$ cat config.mk
export PLATFORM = sky130hd
export DESIGN_NAME = apu_length_sequencer_flat
export DESIGN_NICKNAME = d
export VERILOG_FILES = /design/src/rtl/apu_length_sequencer_if.sv /design/src/rtl/apu_length_sequencer.sv /design/src/flat_wrapper.sv
export SDC_FILE = /design/constraint.sdc
export NUM_CORES = 1
export LEC_CHECK = 0
export ABC_AREA = 1
export CORE_MARGIN = 2
export CORE_UTILIZATION = 55
export DETAILED_ROUTE_END_ITERATION = 7
export DONT_BUFFER_PORTS = 1
export PLACE_DENSITY = 0.75
export SETUP_SLACK_MARGIN = 0.4
export SLEW_MARGIN = 0
export SYNTH_ARGS = -nofsm -noshare
export SYNTH_HDL_FRONTEND = slang
export SYNTH_SLANG_ARGS = --single-unit
$ cat constraint.sdc
create_clock -name clk_i -period 5.6 [get_ports clk_i]
set_input_delay 0.84 -clock clk_i [delete_from_list [all_inputs] [get_ports clk_i]]
set_output_delay 0.84 -clock clk_i [all_outputs]
set_load 0.01 [all_outputs]
$ cat src/rtl/apu_length_sequencer_if.sv
// Host-side bundle for the APU frame sequencer / length scheduler.
// master: register-file side (drives strobes and levels, reads status).
// slave : the sequencer (reads strobes and levels, drives status).
//   apu_en    master enable; low holds the sequencer and clears all counters
//   wr_len    per-channel length load strobe (data taken from len_data)
//   len_data  length value; [5:0] for 6-bit channels, [7:0] for the wave channel
//   trig      per-channel trigger strobe
//   len_en    per-channel length-enable level
//   dac_on    per-channel DAC-powered level
//   ch_active per-channel playing flag
//   step      frame-sequencer step 0..7
//   tick_len / tick_sweep / tick_env  one-cycle frame enables
//   busy      decrement walk in progress
interface apu_length_sequencer_if;
    logic       apu_en;
    logic [3:0] wr_len;
    logic [7:0] len_data;
    logic [3:0] trig;
    logic [3:0] len_en;
    logic [3:0] dac_on;
    logic [3:0] ch_active;
    logic [2:0] step;
    logic       tick_len;
    logic       tick_sweep;
    logic       tick_env;
    logic       busy;

    modport master (
        output apu_en, wr_len, len_data, trig, len_en, dac_on,
        input  ch_active, step, tick_len, tick_sweep, tick_env, busy
    );

    modport slave (
        input  apu_en, wr_len, len_data, trig, len_en, dac_on,
        output ch_active, step, tick_len, tick_sweep, tick_env, busy
    );
endinterface

$ cat src/rtl/apu_length_sequencer.sv
// Frame sequencer plus shared length-counter scheduler for a 4-channel APU.
// Ports: clk_i (posedge), rst_i (async, active-high), apu_if (slave bundle).
// A prescaler divides clk_i into 8 frame steps; each wrap yields one-cycle
// tick enables. On tick_len one decrementer walks ch0..ch3, one per cycle.
module apu_length_sequencer #(
    parameter int DIV_512 = 8192,
    parameter int WAVE_CH = 2
) (
    input logic                    clk_i,
    input logic                    rst_i,
    apu_length_sequencer_if.slave  apu_if
);

    localparam int PW = (DIV_512 > 1) ? $clog2(DIV_512) : 1;
    localparam logic [PW-1:0] PS_LAST = PW'(DIV_512 - 1);

    typedef enum logic [2:0] {
        IDLE,
        S0,
        S1,
        S2,
        S3
    } state_e;

    state_e          state_q, state_d;
    logic [PW-1:0]   presc_q, presc_d;
    logic [2:0]      step_q, step_d;
    logic            wrap_q, wrap_d;
    logic            tl_q, tl_d;
    logic            ts_q, ts_d;
    logic            te_q, te_d;
    logic [3:0][8:0] rem_q, rem_d;
    logic [3:0]      act_q, act_d;
    logic            slot_vld;
    logic [1:0]      slot_idx;

    // Prescaler and step counter. wrap_q marks the cycle after a wrap,
    // so the ticks are decoded from the step value just entered.
    always_comb begin
        presc_d = presc_q;
        step_d  = step_q;
        wrap_d  = 1'b0;
        tl_d    = 1'b0;
        ts_d    = 1'b0;
        te_d    = 1'b0;
        if (!apu_if.apu_en) begin
            presc_d = '0;
            step_d  = '0;
        end else begin
            if (presc_q == PS_LAST) begin
                presc_d = '0;
                step_d  = step_q + 3'd1;
                wrap_d  = 1'b1;
            end else begin
                presc_d = presc_q + PW'(1);
            end
            if (wrap_q) begin
                tl_d = ~step_q[0];
                ts_d = (step_q[1:0] == 2'd2);
                te_d = (step_q == 3'd7);
            end
        end
    end

    // Scheduler walk: one channel slot per state.
    always_comb begin
        state_d  = state_q;
        slot_vld = 1'b0;
        slot_idx = 2'd0;
        unique case (state_q)
            IDLE: begin
                if (tl_q) state_d = S0;
            end
            S0: begin
                state_d  = S1;
                slot_vld = 1'b1;
                slot_idx = 2'd0;
            end
            S1: begin
                state_d  = S2;
                slot_vld = 1'b1;
                slot_idx = 2'd1;
            end
            S2: begin
                state_d  = S3;
                slot_vld = 1'b1;
                slot_idx = 2'd2;
            end
            S3: begin
                state_d  = IDLE;
                slot_vld = 1'b1;
                slot_idx = 2'd3;
            end
            default: state_d = IDLE;
        endcase
        if (!apu_if.apu_en) state_d = IDLE;
    end

    // Length counters. Host strobes take priority over the walk slot;
    // a trigger sees any same-cycle load, and a dark DAC always wins.
    always_comb begin
        rem_d = rem_q;
        act_d = act_q;
        for (int i = 0; i < 4; i++) begin
            if (apu_if.wr_len[i]) begin
                rem_d[i] = (i == WAVE_CH)
                    ? 9'd256 - {1'b0, apu_if.len_data}
                    : 9'd64 - {3'b000, apu_if.len_data[5:0]};
            end
            if (apu_if.trig[i]) begin
                if (rem_d[i] == '0) begin
                    rem_d[i] = (i == WAVE_CH) ? 9'd256 : 9'd64;
                end
                act_d[i] = apu_if.dac_on[i];
            end
            if (!apu_if.wr_len[i] && !apu_if.trig[i] &&
                slot_vld && slot_idx == 2'(i) &&
                apu_if.len_en[i] && rem_q[i] != '0) begin
                rem_d[i] = rem_q[i] - 9'd1;
                if (rem_q[i] == 9'd1) act_d[i] = 1'b0;
            end
            if (!apu_if.dac_on[i]) act_d[i] = 1'b0;
            if (!apu_if.apu_en) begin
                rem_d[i] = '0;
                act_d[i] = 1'b0;
            end
        end
    end

    always_ff @(posedge clk_i or posedge rst_i) begin
        if (rst_i) begin
            state_q <= IDLE;
            presc_q <= '0;
            step_q  <= '0;
            wrap_q  <= 1'b0;
            tl_q    <= 1'b0;
            ts_q    <= 1'b0;
            te_q    <= 1'b0;
            rem_q   <= '0;
            act_q   <= '0;
        end else begin
            state_q <= state_d;
            presc_q <= presc_d;
            step_q  <= step_d;
            wrap_q  <= wrap_d;
            tl_q    <= tl_d;
            ts_q    <= ts_d;
            te_q    <= te_d;
            rem_q   <= rem_d;
            act_q   <= act_d;
        end
    end

    assign apu_if.ch_active  = act_q;
    assign apu_if.step       = step_q;
    assign apu_if.tick_len   = tl_q;
    assign apu_if.tick_sweep = ts_q;
    assign apu_if.tick_env   = te_q;
    assign apu_if.busy       = (state_q != IDLE);

endmodule

$ cat src/flat_wrapper.sv
// flat-port wrapper written by rule: the top's interface ports become plain ports
module apu_length_sequencer_flat 
#(
    parameter int DIV_512 = 8192,
    parameter int WAVE_CH = 2
)
  (clk_i, rst_i, apu_if_apu_en, apu_if_wr_len, apu_if_len_data, apu_if_trig, apu_if_len_en, apu_if_dac_on, apu_if_ch_active, apu_if_step, apu_if_tick_len, apu_if_tick_sweep, apu_if_tick_env, apu_if_busy);
  apu_length_sequencer_if apu_if_i ();
  input logic clk_i;
  input logic rst_i;
  input wire logic [$bits(apu_if_i.apu_en)-1:0] apu_if_apu_en;
  input wire logic [$bits(apu_if_i.wr_len)-1:0] apu_if_wr_len;
  input wire logic [$bits(apu_if_i.len_data)-1:0] apu_if_len_data;
  input wire logic [$bits(apu_if_i.trig)-1:0] apu_if_trig;
  input wire logic [$bits(apu_if_i.len_en)-1:0] apu_if_len_en;
  input wire logic [$bits(apu_if_i.dac_on)-1:0] apu_if_dac_on;
  output wire logic [$bits(apu_if_i.ch_active)-1:0] apu_if_ch_active;
  output wire logic [$bits(apu_if_i.step)-1:0] apu_if_step;
  output wire logic [$bits(apu_if_i.tick_len)-1:0] apu_if_tick_len;
  output wire logic [$bits(apu_if_i.tick_sweep)-1:0] apu_if_tick_sweep;
  output wire logic [$bits(apu_if_i.tick_env)-1:0] apu_if_tick_env;
  output wire logic [$bits(apu_if_i.busy)-1:0] apu_if_busy;
  assign apu_if_i.apu_en = apu_if_apu_en;
  assign apu_if_i.wr_len = apu_if_wr_len;
  assign apu_if_i.len_data = apu_if_len_data;
  assign apu_if_i.trig = apu_if_trig;
  assign apu_if_i.len_en = apu_if_len_en;
  assign apu_if_i.dac_on = apu_if_dac_on;
  assign apu_if_ch_active = apu_if_i.ch_active;
  assign apu_if_step = apu_if_i.step;
  assign apu_if_tick_len = apu_if_i.tick_len;
  assign apu_if_tick_sweep = apu_if_i.tick_sweep;
  assign apu_if_tick_env = apu_if_i.tick_env;
  assign apu_if_busy = apu_if_i.busy;
  apu_length_sequencer #(.DIV_512(DIV_512), .WAVE_CH(WAVE_CH)) u_core (.clk_i(clk_i), .rst_i(rst_i), .apu_if(apu_if_i));
endmodule
==> results of run 1 <==
-- report_power, final --
group	total, W	switching [W]	internal [W]
Combinational	0.000165	0.000109	0.0000558
Sequential	0.000492	0.0000190	0.000473
Clock	0.000446	0.000195	0.000251
Total	0.00110	0.000323	0.000780
-- registers in the layout (all words and copies together) (netlist names) --
signal / count
u_core.apu_if.tick_sweep: 1
u_core.apu_if.ch_active: 4
u_core.apu_if.tick_len: 1
u_core.apu_if.step: 3
u_core.rem_q: 36
u_core.wrap_q: 1
u_core.apu_if.tick_env: 1
u_core.presc_q: 13
u_core.state_q: 3
-- through the flow --
| step | setup slack [ns] | instances | hold slack (ns) |
|---|---|---|---|
| floorplan | 3.19 | 556 | 0.432 |
| global placement | 3.55 | 644 | 0.449 |
| detailed placement | 3.47 | 644 | 0.488 |
| CTS | 3.71 | 660 | 0.499 |
| global route | 3.55 | 660 | 0.523 |
| finish | 3.71 | 660 | 0.499 |
-- cell usage in the layout, fill, tap and decap left out, types with 10 or more instances in the layout --
| master | Yosys | final |
|---|---|---|
| nor2_1 | 80 | 80 |
| nand2_1 | 118 | 118 |
| nand3_1 | 38 | 38 |
| a21oi_1 | 32 | 32 |
| nor3_1 | 10 | 10 |
| dfrtp_1 | 63 | 63 |
| ha_1 | 13 | 13 |
| inv_1 | 59 | 58 |
| xor2_1 | 11 | 11 |
| o21ai_0 | 39 | 39 |
| o21ai_1 | 12 | 12 |
-- cell type report --
cell class / count / area, µm²
Fill cell: 659 / 2880
Multi-Input combinational cell: 414 / 2160
Sequential cell: 63 / 1580
Inverter: 67 / 251
Clock buffer: 9 / 124
Tap cell: 99 / 124
Clock inverter: 7 / 97.6
Timing Repair Buffer: 1 / 7.51
-- cells by family (layout without fill, tap and decap cells) --
group | count (synthesis) | in the layout
xor gates and xnor gates | 14 | 14
buffers and inverters | 79 | 84
adders and majority gates | 13 | 13
DFF | 63 | 63
and+or+nand+nor | 286 | 286
AOI/OAI and AO/OA | 101 | 101
-- metal layers --
metal | global-route usage | share of wire | wire length [µm] | vias up
met5 | 0 | 0 | 0 | -
met4 | 0.106 | 0.016 | 156 | 0
met3 | 0.0612 | 0.064 | 614 | 13
met2 | 0.403 | 0.48 | 4640 | 92
met1 | 0.321 | 0.44 | 4230 | 1736
li1 | - | - | - | 1811
-- worst min-delay path by stage --
| stage | slack, ns | end | from |
|---|---|---|---|
| finish | 0.50 | u_core.state_q[0] | u_core.state_q[2] |
| global route | 0.52 | u_core.state_q[0] | u_core.state_q[2] |
| CTS | 0.50 | u_core.presc_q[0] | u_core.presc_q[0] |
| detailed placement | 0.49 | u_core.presc_q[0] | u_core.presc_q[0] |
| global placement | 0.45 | u_core.presc_q[0] | u_core.presc_q[0] |
| floorplan | 0.43 | u_core.presc_q[0] | u_core.presc_q[0] |
==> flow_metrics.env, run 1 <==
export IMPL_synthTopCellsByCount="118 x nand2_1, 80 x nor2_1, 63 x dfrtp_1"
export IMPL_synth_adder_area_share=0.0399
export IMPL_fin_nets=596
export IMPL_grtUsageTotal=0.250
export IMPL_routabilityCongestion=0.903
export IMPL_die_h_um=90.1
export IMPL_cp_slowest_cell="dfrtp_1"
export IMPL_grt_pass1_wl_mm=16.4
export IMPL_ant_nets=0
export IMPL_num_antenna_cells=0
export IMPL_hold_viol_final=0
export IMPL_crit_path_cell_trace="nor2_1, nand2_1"
export IMPL_worstMarginPinSlew_ns=0.801
export IMPL_synth_compound_area_frac=0.139
export IMPL_fmax_ghz=0.529
export IMPL_htree_levels=3
export IMPL_endpoint="apu_if_busy"
export IMPL_max_stage_delay_ns=0.43
export IMPL_clock_sinks=63
export IMPL_synth_xor_xnor_area_share=0.0301
export IMPL_yosys_mux_area_fraction=0
export IMPL_arrival_ns=1.05
export IMPL_holdPathStages=1
export IMPL_cts_setup_buffers=0
export IMPL_tns_ns=0
export IMPL_fin_util=0.601
export IMPL_cp_num_buf_inv=0
export IMPL_die_width_um=90.1
export IMPL_syn_inst=556
export IMPL_synthesis_area_mm2=0.00408
export IMPL_initial_utilization=0.566
export IMPL_critPathLaunch="u_core.state_q[0]"
export IMPL_drtIter0Drc=223
export IMPL_async_flop_share=1.00
export IMPL_clk_latency_ns=0.35
export IMPL_grt_setup_unrepaired="false"
export IMPL_design_area_mm2=0.00434
export IMPL_yosys_area_top_type="dfrtp_1"
export IMPL_numCtsBuffers=9
export IMPL_synth_cell_types=40
export IMPL_worst_setup_path_type="reg -> out"
export IMPL_ctsHoldBuffers=0
export IMPL_drive_gt1_frac=0.0998
export IMPL_path_max_fanout=5
export IMPL_port_buffer_count=0
export IMPL_drc=0
export IMPL_yosys_warnings=0
export IMPL_r2r_end="u_core.rem_q[30]"
export IMPL_syn_avg_cell_area_um2=7.34
export IMPL_synthTopCellsByArea="dfrtp_1 39%, nand2_1 11%, nor2_1 7.4%, inv_1 5.4%, o21ai_0 4.8%"
export IMPL_worst_path_dominant_cell_family="flip-flops"
export IMPL_dpl_instance_area_mm2=0.00412
export IMPL_grt_overflow=0
export IMPL_worst_slew_margin_rel=0.466
export IMPL_root_buffer="clkbuf_8"
export IMPL_clock_skew_ns=0.00778
export IMPL_required_ns=4.76
export IMPL_firstDrtPassIters=4
export IMPL_row_count=31
export IMPL_reg2reg_slack_ns=3.75
export IMPL_design_core_area_mm2=0.00721
export IMPL_ir_drop_mv=0.159
export IMPL_cap_violations=0
export IMPL_wl_per_cell_um=14.6
export IMPL_synth_top_cell_area_share=0.386
export IMPL_antenna_found_initial=0
export IMPL_cts_tree="yes"
export IMPL_vias=3652
export IMPL_cts_path_max_buffers=2
export IMPL_setup_viol=0
export IMPL_grt_start_max_net_pins=64
export IMPL_synth_seq_cells=63
export IMPL_synthesis_nets=596
export IMPL_synth_most_common_cell="nand2_1"
export IMPL_path_depth=2
export IMPL_synth_edff_count=0
export IMPL_synth_top_family_by_area="simple AND/OR/NAND/NOR gates"
export IMPL_r2r_worst_path_cells=9
export IMPL_slew_violations=0
export IMPL_drt_wl_total_mm=9.65
export IMPL_period_share=0.338
export IMPL_total_power_w=0.00110
export IMPL_hpwl_mm=6.91
export IMPL_cts_resized=0
export IMPL_powerDensity_mw_per_mm2=254
export IMPL_area_growth_pct=6.29
export IMPL_yosys_area_share_simple=0.320
export IMPL_via_per_inst=5.53
export IMPL_boundaryPins=38
export IMPL_clkTransAtPathRegs_ns=0.08
export IMPL_ys_seq_area_frac=0.386
export IMPL_cp_start_kind="register"
export IMPL_grt_pass1_vias=3592
export IMPL_critPathCaptureType="primary output"
export IMPL_period_needed_ns=1.89
export IMPL_hold_path_class="reg -> reg"
export IMPL_ys_flop_type="dfrtp_1"
export IMPL_r2r_start="u_core.rem_q[27]"
export IMPL_p_leak_nw=2.09
export IMPL_fp_dieArea_mm2=0.00812
export IMPL_status="complete, no violations"
Note: power is estimated with default switching activity, not from simulation.
==> inputs of run 2 (changes only) <==
Clock period 5.6 ns to 1.8 ns, I/O delays scaled along.
==> run 2 against run 1 <==
Compared with the run above:
- register-to-register slack worse by 3.6 ns
- clock power grew to 2.7 times the previous value
- cell area increased by 27%
- via count increased by 18%
- critical endpoint is now u_core.rem_q[3]
- global-route usage increased by 3.9 points
- flip-flop and latch count did not move
- routed wire length up 34%
- sequential share of layout area shrank 7.7 points
- core utilization up 16 points
- worst setup slack lost 3.6 ns
- first-iteration DRC count up 84%
- critical path depth is 10 higher
==> flow_metrics.env, run 2 (synthesis results as in run 1) <==
export IMPL_status="complete, no violations"
export IMPL_dpl_instance_area_mm2=0.00422
export IMPL_cts_tree="yes"
export IMPL_fmax_ghz=0.590
export IMPL_required_ns=2.03
export IMPL_antenna_found_initial=0
export IMPL_vias=4318
export IMPL_p_leak_nw=2.59
export IMPL_cap_violations=0
export IMPL_instances_no_fill=743
export IMPL_worst_setup_path_type="reg -> reg"
export IMPL_routabilityCongestion=0.949
export IMPL_ant_nets=0
export IMPL_setup_viol=0
export IMPL_fp_dieArea_mm2=0.00812
export IMPL_wl_per_cell_um=17.4
export IMPL_drc=0
export IMPL_area_growth_pct=35.3
export IMPL_clkTransAtPathRegs_ns=0.08
export IMPL_drtIter0Drc=410
export IMPL_htree_levels=3
export IMPL_grt_pass1_vias=4064
export IMPL_layout_commonest_cell="nand2_1"
export IMPL_placed_cells=651
export IMPL_r2r_start="u_core.rem_q[1]"
export IMPL_path_max_fanout=6
export IMPL_drive_gt1_frac=0.356
export IMPL_die_width_um=90.1
export IMPL_clk_latency_ns=0.34
export IMPL_boundaryPins=38
export IMPL_largest_reg_flops=36
export IMPL_via_per_inst=5.81
export IMPL_die_h_um=90.1
export IMPL_fin_nets=679
export IMPL_clock_skew_ns=0.0114
export IMPL_holdPathStages=2
export IMPL_powerDensity_mw_per_mm2=654
export IMPL_drt_wl_total_mm=12.9
export IMPL_row_count=31
export IMPL_cp_start_kind="register"
export IMPL_worst_slack_ns=0.104
export IMPL_period_needed_ns=1.70
export IMPL_root_buffer="clkbuf_8"
export IMPL_hold_viol_final=0
export IMPL_r2r_end="u_core.rem_q[3]"
export IMPL_num_antenna_cells=0
export IMPL_hold_path_class="in -> reg"
export IMPL_ir_drop_mv=0.550
export IMPL_grt_overflow=0
export IMPL_worst_slew_margin_rel=0.687
export IMPL_dp_slack_ns=0.0972
export IMPL_layout_common_cells="105 x nand2_1, 63 x buf_4, 62 x nor2_1"
export IMPL_period_share=0.942
export IMPL_reg2reg_slack_ns=0.10
export IMPL_cts_path_max_buffers=2
export IMPL_initial_utilization=0.566
export IMPL_hp_start="apu_if_apu_en"
export IMPL_r2r_worst_path_cells=12
export IMPL_grt_start_max_net_pins=33
export IMPL_fin_util=0.765
export IMPL_critPathCaptureType="register"
export IMPL_regMostFlops="u_core.rem_q"
export IMPL_worstMarginPinSlew_ns=0.465
export IMPL_firstDrtPassIters=6
export IMPL_clock_sinks=63
export IMPL_hpwl_mm=7.12
export IMPL_arrival_ns=1.93
export IMPL_design_core_area_mm2=0.00721
export IMPL_numCtsBuffers=9
export IMPL_grt_pass1_wl_mm=18.9
export IMPL_port_buffer_count=0
export IMPL_grtUsageTotal=0.288
export IMPL_design_area_mm2=0.00552
export IMPL_slew_violations=0
export IMPL_hold_end="u_core.rem_q[7]"
export IMPL_tns_ns=0
export IMPL_grt_setup_unrepaired="true"
run 2: worst max-delay path by stage:
stage,depth (start not counted),from,to
global placement,9,u_core.rem_q[27],u_core.rem_q[30]
detailed placement,9,u_core.rem_q[27],u_core.rem_q[30]
CTS,7,u_core.state_q[0],u_core.rem_q[30]
finish,12,u_core.rem_q[1],u_core.rem_q[3]
global route,7,u_core.state_q[2],u_core.rem_q[26]
floorplan,12,u_core.rem_q[0],u_core.rem_q[4]
run 2: cell type report:
| class | count | area [µm²] |
|---|---|---|
| multi-input cells | 415 | 2640 |
| fillers | 465 | 1690 |
| flip-flops and latches | 63 | 1580 |
| repair buffers | 82 | 703 |
| inverters | 67 | 283 |
| clock buffers | 10 | 128 |
| well taps | 99 | 124 |
| clock inverters | 6 | 61.3 |
| repair inverters | 1 | 6.26 |
run 2: critical path: stages, from the launching register on:
cell,delay (ns)
dfrtp_1,0.41
inv_2,0.10
ha_4,0.16
inv_4,0.04
nor2_4,0.09
nand2_2,0.07
nor2_2,0.13
nand2_2,0.08
nand3_4,0.12
buf_12,0.14
inv_8,0.05
o21ai_2,0.13
nor2_1,0.06
run 2: per-stage QoR:
| stage | hold slack, ns | power, W |
|---|---|---|
| global placement | 0.156 | 0.00208 |
| detailed placement | 0.159 | 0.00209 |
| finish | 0.0303 | 0.00361 |
| global route | 0.0266 | 0.00376 |
| CTS | 0.0203 | 0.00345 |
| floorplan | 0.395 | 0.00199 |
run 2: per-layer routing:
metal | wire length [µm] | global-route usage | share of wire
met5 | 0 | 0 | 0
met4 | 568 | 0.146 | 0.044
met3 | 1030 | 0.0520 | 0.080
met2 | 6430 | 0.496 | 0.50
met1 | 4920 | 0.346 | 0.38
run 2: report_power, final:
group,switching (W),internal (W),leakage (nW)
logic,0.000492,0.000351,1.65
registers,0.0000719,0.00147,0.847
clock network,0.000588,0.000635,0.0960
run 2: what timing repair did:
action                     4_1_cts  5_1_grt
buffers inserted                49       24
pin swaps                       25       28
gates cloned                     2        0
resized for setup               67       82
setup endpoints to repair       54       57
hold endpoints to repair        13        0
hold buffers                     1        0
==> inputs of run 3 (changes only) <==
Settings changed: SLEW_MARGIN 0 to default.
==> results of run 3 <==
Final layout, timing and power as in run 2 (identical DEF).
